--- src/rtl/vga_timing_pkg.sv ---
// VGA 640x480@60 timing constants shared by the sync
// generator and the text renderer.
package vga_timing_pkg;

  localparam int COORD_W = 10;

  localparam int VGA_H_DISPLAY = 640;
  localparam int VGA_H_FRONT   = 16;
  localparam int VGA_H_SYNC    = 96;
  localparam int VGA_H_BACK    = 48;
  localparam int VGA_V_DISPLAY = 480;
  localparam int VGA_V_FRONT   = 10;
  localparam int VGA_V_SYNC    = 2;
  localparam int VGA_V_BACK    = 33;

  localparam int VGA_H_TOTAL =
    VGA_H_DISPLAY + VGA_H_FRONT + VGA_H_SYNC + VGA_H_BACK;
  localparam int VGA_V_TOTAL =
    VGA_V_DISPLAY + VGA_V_FRONT + VGA_V_SYNC + VGA_V_BACK;

  localparam int VGA_H_SYNC_START = VGA_H_DISPLAY + VGA_H_FRONT;
  localparam int VGA_H_SYNC_END   = VGA_H_SYNC_START + VGA_H_SYNC - 1;
  localparam int VGA_V_SYNC_START = VGA_V_DISPLAY + VGA_V_FRONT;
  localparam int VGA_V_SYNC_END   = VGA_V_SYNC_START + VGA_V_SYNC - 1;

  typedef logic [COORD_W-1:0] coord_t;

endpackage

--- src/rtl/vga_sync_gen_pixel_tick_gen.sv ---
// Mod-DIV divider producing a one-clk pixel strobe.
// p_tick is high exactly while the divider sits at DIV-1.
module pixel_tick_gen #(
  parameter int DIV = 4
) (
  input  logic clk,
  input  logic reset,
  output logic p_tick
);

  localparam int W = (DIV > 1) ? $clog2(DIV) : 1;
  localparam logic [W-1:0] LAST = W'(DIV - 1);

  logic [W-1:0] tick_cnt;
  logic [W-1:0] tick_nxt;

  assign tick_nxt = (tick_cnt == LAST) ? '0 : tick_cnt + W'(1);

  always_ff @(posedge clk) begin
    if (reset) begin
      tick_cnt <= '0;
      p_tick   <= 1'b0;
    end else begin
      tick_cnt <= tick_nxt;
      p_tick   <= (tick_nxt == LAST);
    end
  end

endmodule

--- src/rtl/vga_sync_gen.sv ---
// VGA raster timing: h/v counters, sync decode and
// per-pixel / per-frame strobes.
import vga_timing_pkg::*;

module vga_sync_gen #(
  parameter int   DIV         = 4,
  parameter int   H_DISPLAY   = VGA_H_DISPLAY,
  parameter int   H_FRONT     = VGA_H_FRONT,
  parameter int   H_SYNC      = VGA_H_SYNC,
  parameter int   H_BACK      = VGA_H_BACK,
  parameter int   V_DISPLAY   = VGA_V_DISPLAY,
  parameter int   V_FRONT     = VGA_V_FRONT,
  parameter int   V_SYNC      = VGA_V_SYNC,
  parameter int   V_BACK      = VGA_V_BACK,
  parameter logic SYNC_ACTIVE = 1'b0
) (
  input  logic               clk,
  input  logic               reset,
  output logic [COORD_W-1:0] pixel_x,
  output logic [COORD_W-1:0] pixel_y,
  output logic               video_on,
  output logic               hsync,
  output logic               vsync,
  output logic               p_tick,
  output logic               frame_start
);

  localparam int H_TOTAL = H_DISPLAY + H_FRONT + H_SYNC + H_BACK;
  localparam int V_TOTAL = V_DISPLAY + V_FRONT + V_SYNC + V_BACK;

  localparam coord_t H_LAST = coord_t'(H_TOTAL - 1);
  localparam coord_t V_LAST = coord_t'(V_TOTAL - 1);
  localparam coord_t H_VIS  = coord_t'(H_DISPLAY);
  localparam coord_t V_VIS  = coord_t'(V_DISPLAY);
  localparam coord_t H_SS   = coord_t'(H_DISPLAY + H_FRONT);
  localparam coord_t H_SE   = coord_t'(H_DISPLAY + H_FRONT + H_SYNC - 1);
  localparam coord_t V_SS   = coord_t'(V_DISPLAY + V_FRONT);
  localparam coord_t V_SE   = coord_t'(V_DISPLAY + V_FRONT + V_SYNC - 1);

  coord_t h_cnt;
  coord_t v_cnt;
  coord_t h_nxt;
  coord_t v_nxt;
  logic   tick;
  logic   h_in_sync;
  logic   v_in_sync;

  pixel_tick_gen #(
    .DIV (DIV)
  ) u_tick (
    .clk    (clk),
    .reset  (reset),
    .p_tick (tick)
  );

  always_comb begin
    h_nxt = h_cnt;
    v_nxt = v_cnt;
    if (tick) begin
      if (h_cnt == H_LAST) begin
        h_nxt = '0;
        v_nxt = (v_cnt == V_LAST) ? '0 : v_cnt + coord_t'(1);
      end else begin
        h_nxt = h_cnt + coord_t'(1);
      end
    end
  end

  // Syncs decode the next-state counts so they line up with pixel_x/y.
  assign h_in_sync = (h_nxt >= H_SS) && (h_nxt <= H_SE);
  assign v_in_sync = (v_nxt >= V_SS) && (v_nxt <= V_SE);

  always_ff @(posedge clk) begin
    if (reset) begin
      h_cnt       <= '0;
      v_cnt       <= '0;
      hsync       <= ~SYNC_ACTIVE;
      vsync       <= ~SYNC_ACTIVE;
      frame_start <= 1'b0;
    end else begin
      h_cnt       <= h_nxt;
      v_cnt       <= v_nxt;
      hsync       <= h_in_sync ? SYNC_ACTIVE : ~SYNC_ACTIVE;
      vsync       <= v_in_sync ? SYNC_ACTIVE : ~SYNC_ACTIVE;
      frame_start <= tick && (h_cnt == H_LAST) && (v_cnt == V_LAST);
    end
  end

  assign pixel_x  = h_cnt;
  assign pixel_y  = v_cnt;
  assign video_on = (h_cnt < H_VIS) && (v_cnt < V_VIS);
  assign p_tick   = tick;

endmodule

--- config.mk ---
export PLATFORM = sky130hd
export DESIGN_NAME = vga_sync_gen
export DESIGN_NICKNAME = d
export VERILOG_FILES = /design/src/rtl/vga_timing_pkg.sv /design/src/rtl/vga_sync_gen_pixel_tick_gen.sv /design/src/rtl/vga_sync_gen.sv
export SDC_FILE = /design/constraint.sdc
export NUM_CORES = 1
export LEC_CHECK = 0
export CAP_MARGIN = 20
export CORE_MARGIN = 8
export CORE_UTILIZATION = 30
export DETAILED_ROUTE_END_ITERATION = 8
export PLACE_DENSITY = 0.57
export SLEW_MARGIN = 20
export SYNTH_ARGS = -nofsm -noshare
export SYNTH_HDL_FRONTEND = slang
export SYNTH_SLANG_ARGS = --single-unit
--- constraint.sdc ---
create_clock -name clk -period 5.9 [get_ports clk]
set_input_delay 0.59 -clock clk [delete_from_list [all_inputs] [get_ports clk]]
set_output_delay 0.59 -clock clk [all_outputs]
set_load 0.01 [all_outputs]
==> impl_metrics.yaml <==
outcome:
  status: "completed"
drt:
  vias: 1282
  routed_wl_um: 3467
  firstDrtPassIters: 4
  ant_nets: 0
  drcViolationCount: 0
  routed_via_density: 5.233
  wl_per_cell_um: 14.15
  drt_iter0_drc: 72
pwr:
  seq_power_share_pct: 62.0
  combPwrFrac_pct: 3.6
  p_switching_uw: 62.21
  intPower_uw: 228.9
  p_clk_share_pct: 34.3
  powerDensity_mw_per_mm2: 162.2
  power.leakage_uw: 0.0005808
  max-vdd-ir-drop_v: 0.0001418
  swShare_pct: 21.37
worst_setup_path:
  required_ps: 5310
  crit_type: "reg -> out"
  critPathMaxFanout: 9
  cp.arrival_ps: 1650
  start_kind: "register"
  r2r_start: "pixel_x[0]$_SDFF_PP0_"
  cp-startpoint: "pixel_x[8]$_SDFF_PP0_"
  reg2reg_to: "vsync$_SDFF_PP1_"
  end_kind: "output port"
  ff2ff_path_depth: 6
  endpoint: "video_on"
  regToRegSetupSlack_ps: 3760
placed_design:
  dpl.cell_count: 242
  place_area_mm2: 0.001753
  routabilityCongestion: 0.7457
  portBuffers: 26
  dp_hpwl_um: 2602
  pre_cts_ws_ps: 3568
hold_path:
  hp-class: "reg -> reg"
synth:
  syn_area_per_cell_um2: 8.668
  yosysSeqAreaShare_pct: 36.17
  synth_adder_area_share_pct: 4.348
  synth_ff_type: "dfxtp_1"
  synth_edf_count: 0
  ys_types: 46
  synth_area_mm2: 0.001439
  synthMuxAreaShare_pct: 3.739
  syn_inst: 166
  synth_top_family_by_area: "simple AND/OR/NAND/NOR gates"
  yosys_warnings: 0
  syn-num-nets: 173
  yosys.area_share.simple_pct: 33.57
  ys_async_sr_fraction_pct: 0
  ys_ff_latch: 26
  synth_xor_area_share_pct: 6.087
  synth-compound-area-share_pct: 12.78
cts:
  htreeDepth: 1
  postCtsSetupBuffers: 0
  cts_tree: "built"
  clkLatencyLatePin_ps: 270
  clock_path_buffers: 2
  clk_pin_slew_ps: 90
  postCtsHoldBufs: 0
  cts.repair.resized: 0
  clock_sinks: 26
  cts-root-buf: "clkbuf_8"
  cts_buffers: 3
grt:
  antenna_found_initial: 0
  grt_pass1_wl_um: 5975
  grtUsageTotal_pct: 10.13
  grt_pass1_vias: 1192
  grt_start_max_net_pins: 23
  grt-ovfl-total: 0
sta:
  tightest_slew_ps: 874.4
  skew_ps: 2.677
  fin_crit_ps: 2243
  rsz0062_at_grt: "false"
  fmax_mhz: 445.8
  setup_tns_ps: 0
  finalSetupViolations: 0
  fin_ws_ps: 3657
  fin_crit_sh_pct: 38.02
  slew_violations: 0
  max_slew_margin_pct: 41.52
  finalHoldViolations: 0
finish:
  final-instance-count-excl-fill: 245
  post-route-cell-area_mm2: 0.001794
  nNetsFinal: 200
  fin_util_pct: 38.50
  antenna_cells: 0
  drive_above_1_share_pct: 8.901
  syn2layout_area_growth_pct: 24.70
floorplanning:
  ios: 27
  coreArea_mm2: 0.004661
  fp-row-count: 25
  die-area_mm2: 0.007268
  chipWidth_um: 85.26
  start_util_pct: 30.87
  die_h_um: 85.26
flow_run:
  drv_cap: 0
layout make-up:
class	instances	area [um2]
Clock buffer	3	41.29
Tap cell	54	67.56
Fill cell	485	2867
Multi-Input combinational cell	128	870.8
Sequential cell	26	520.5
Timing Repair Buffer	27	267.8
Inverter	7	26.28
state kept, by name (all words and copies together), names as in the netlist:
name and flops:
pixel_x 10, pixel_y 10, u_tick.tick_cnt 2, frame_start 1, hsync 1, u_tick.p_tick 1
vsync 1
how the worst min path moves through the flow:
stage                                             start  slack (ps)                             to  depth (start not counted)
after floorplan           u_tick.tick_cnt[0]$_SDFF_PP0_         430  u_tick.tick_cnt[0]$_SDFF_PP0_                          1
after global placement    u_tick.tick_cnt[0]$_SDFF_PP0_         450  u_tick.tick_cnt[0]$_SDFF_PP0_                          1
after detailed placement  u_tick.tick_cnt[0]$_SDFF_PP0_         450  u_tick.tick_cnt[0]$_SDFF_PP0_                          1
after CTS                 u_tick.tick_cnt[0]$_SDFF_PP0_         460  u_tick.tick_cnt[0]$_SDFF_PP0_                          1
after global routing      u_tick.tick_cnt[0]$_SDFF_PP0_         510  u_tick.tick_cnt[0]$_SDFF_PP0_                          1
final                     u_tick.tick_cnt[0]$_SDFF_PP0_         460  u_tick.tick_cnt[0]$_SDFF_PP0_                          1
power by group through the flow:
stage / clock network, uW / logic (uW) / registers (uW)
final: 100 / 10.5 / 181
after global routing: 113 / 11.8 / 181
after CTS: 105 / 10.8 / 181
after detailed placement: 0 / 10.8 / 185
after global placement: 0 / 10.6 / 185
after floorplan: 0 / 7.03 / 184
synthesized netlist by cell type, types with 4 or more instances:
| cell type | number | area, um2 |
|---|---|---|
| inv_1 | 7 | 26.28 |
| a21oi_1 | 6 | 30.03 |
| nand2_1 | 15 | 56.30 |
| nand4_1 | 5 | 31.28 |
| nor2b_1 | 4 | 25.02 |
| xor2_1 | 5 | 43.79 |
| dfxtp_1 | 26 | 520.5 |
| nor3_1 | 10 | 50.05 |
| o21ai_0 | 9 | 45.04 |
| ha_1 | 5 | 62.56 |
| xnor2_1 | 5 | 43.79 |
| nand3_1 | 5 | 25.02 |
| nor2_1 | 17 | 63.81 |
layer usage:
| layer | global-route usage [%] | part of all wire (%) | vias up |
|---|---|---|---|
| li1 | - | - | 660 |
| met1 | 12.70 | 47 | 591 |
| met2 | 15.63 | 45 | 27 |
| met3 | 4.247 | 6.8 | 4 |
| met4 | 2.389 | 1.0 | 0 |
| met5 | 0 | 0 | - |
worst max-delay path, stage by stage, from the launching register on:
cell	delay (ps)
dfxtp_1	400
o21ai_0	230
o21ai_0	120
nor2_1	100
clkdlybuf4s50_1	550
cell usage in the layout, fill, tap and decap left out, types with 4 or more instances in the layout:
| master | n |
|---|---|
| nor2_1 | 17 |
| nor3_1 | 10 |
| inv_1 | 7 |
| nand4_1 | 5 |
| dfxtp_1 | 26 |
| nor2b_1 | 4 |
| nand2_1 | 15 |
| clkdlybuf4s50_1 | 26 |
| a21oi_1 | 6 |
| ha_1 | 5 |
| nand3_1 | 5 |
| xor2_1 | 5 |
| xnor2_1 | 5 |
| o21ai_0 | 9 |
cell families (layout without fill, tap and decap cells):
family / count (synthesis) / in the layout
flip-flops: 26 / 26
adder cells (fa/ha/maj): 5 / 5
buffers and inverters: 12 / 37
multiplexers: 5 / 5
AO/OA/AOI/OAI: 28 / 28
AND/OR/NAND/NOR: 80 / 80
XOR/XNOR: 10 / 10
metrics by stage:
step | hold slack (ps) | power (uW)
floorplan | 427.5 | 191.2
global placement | 449.0 | 195.4
detailed placement | 450.5 | 195.6
CTS | 463.0 | 296.8
global route | 507.4 | 306.0
finish | 457.6 | 291.1
(Power assumes the default switching activity.)
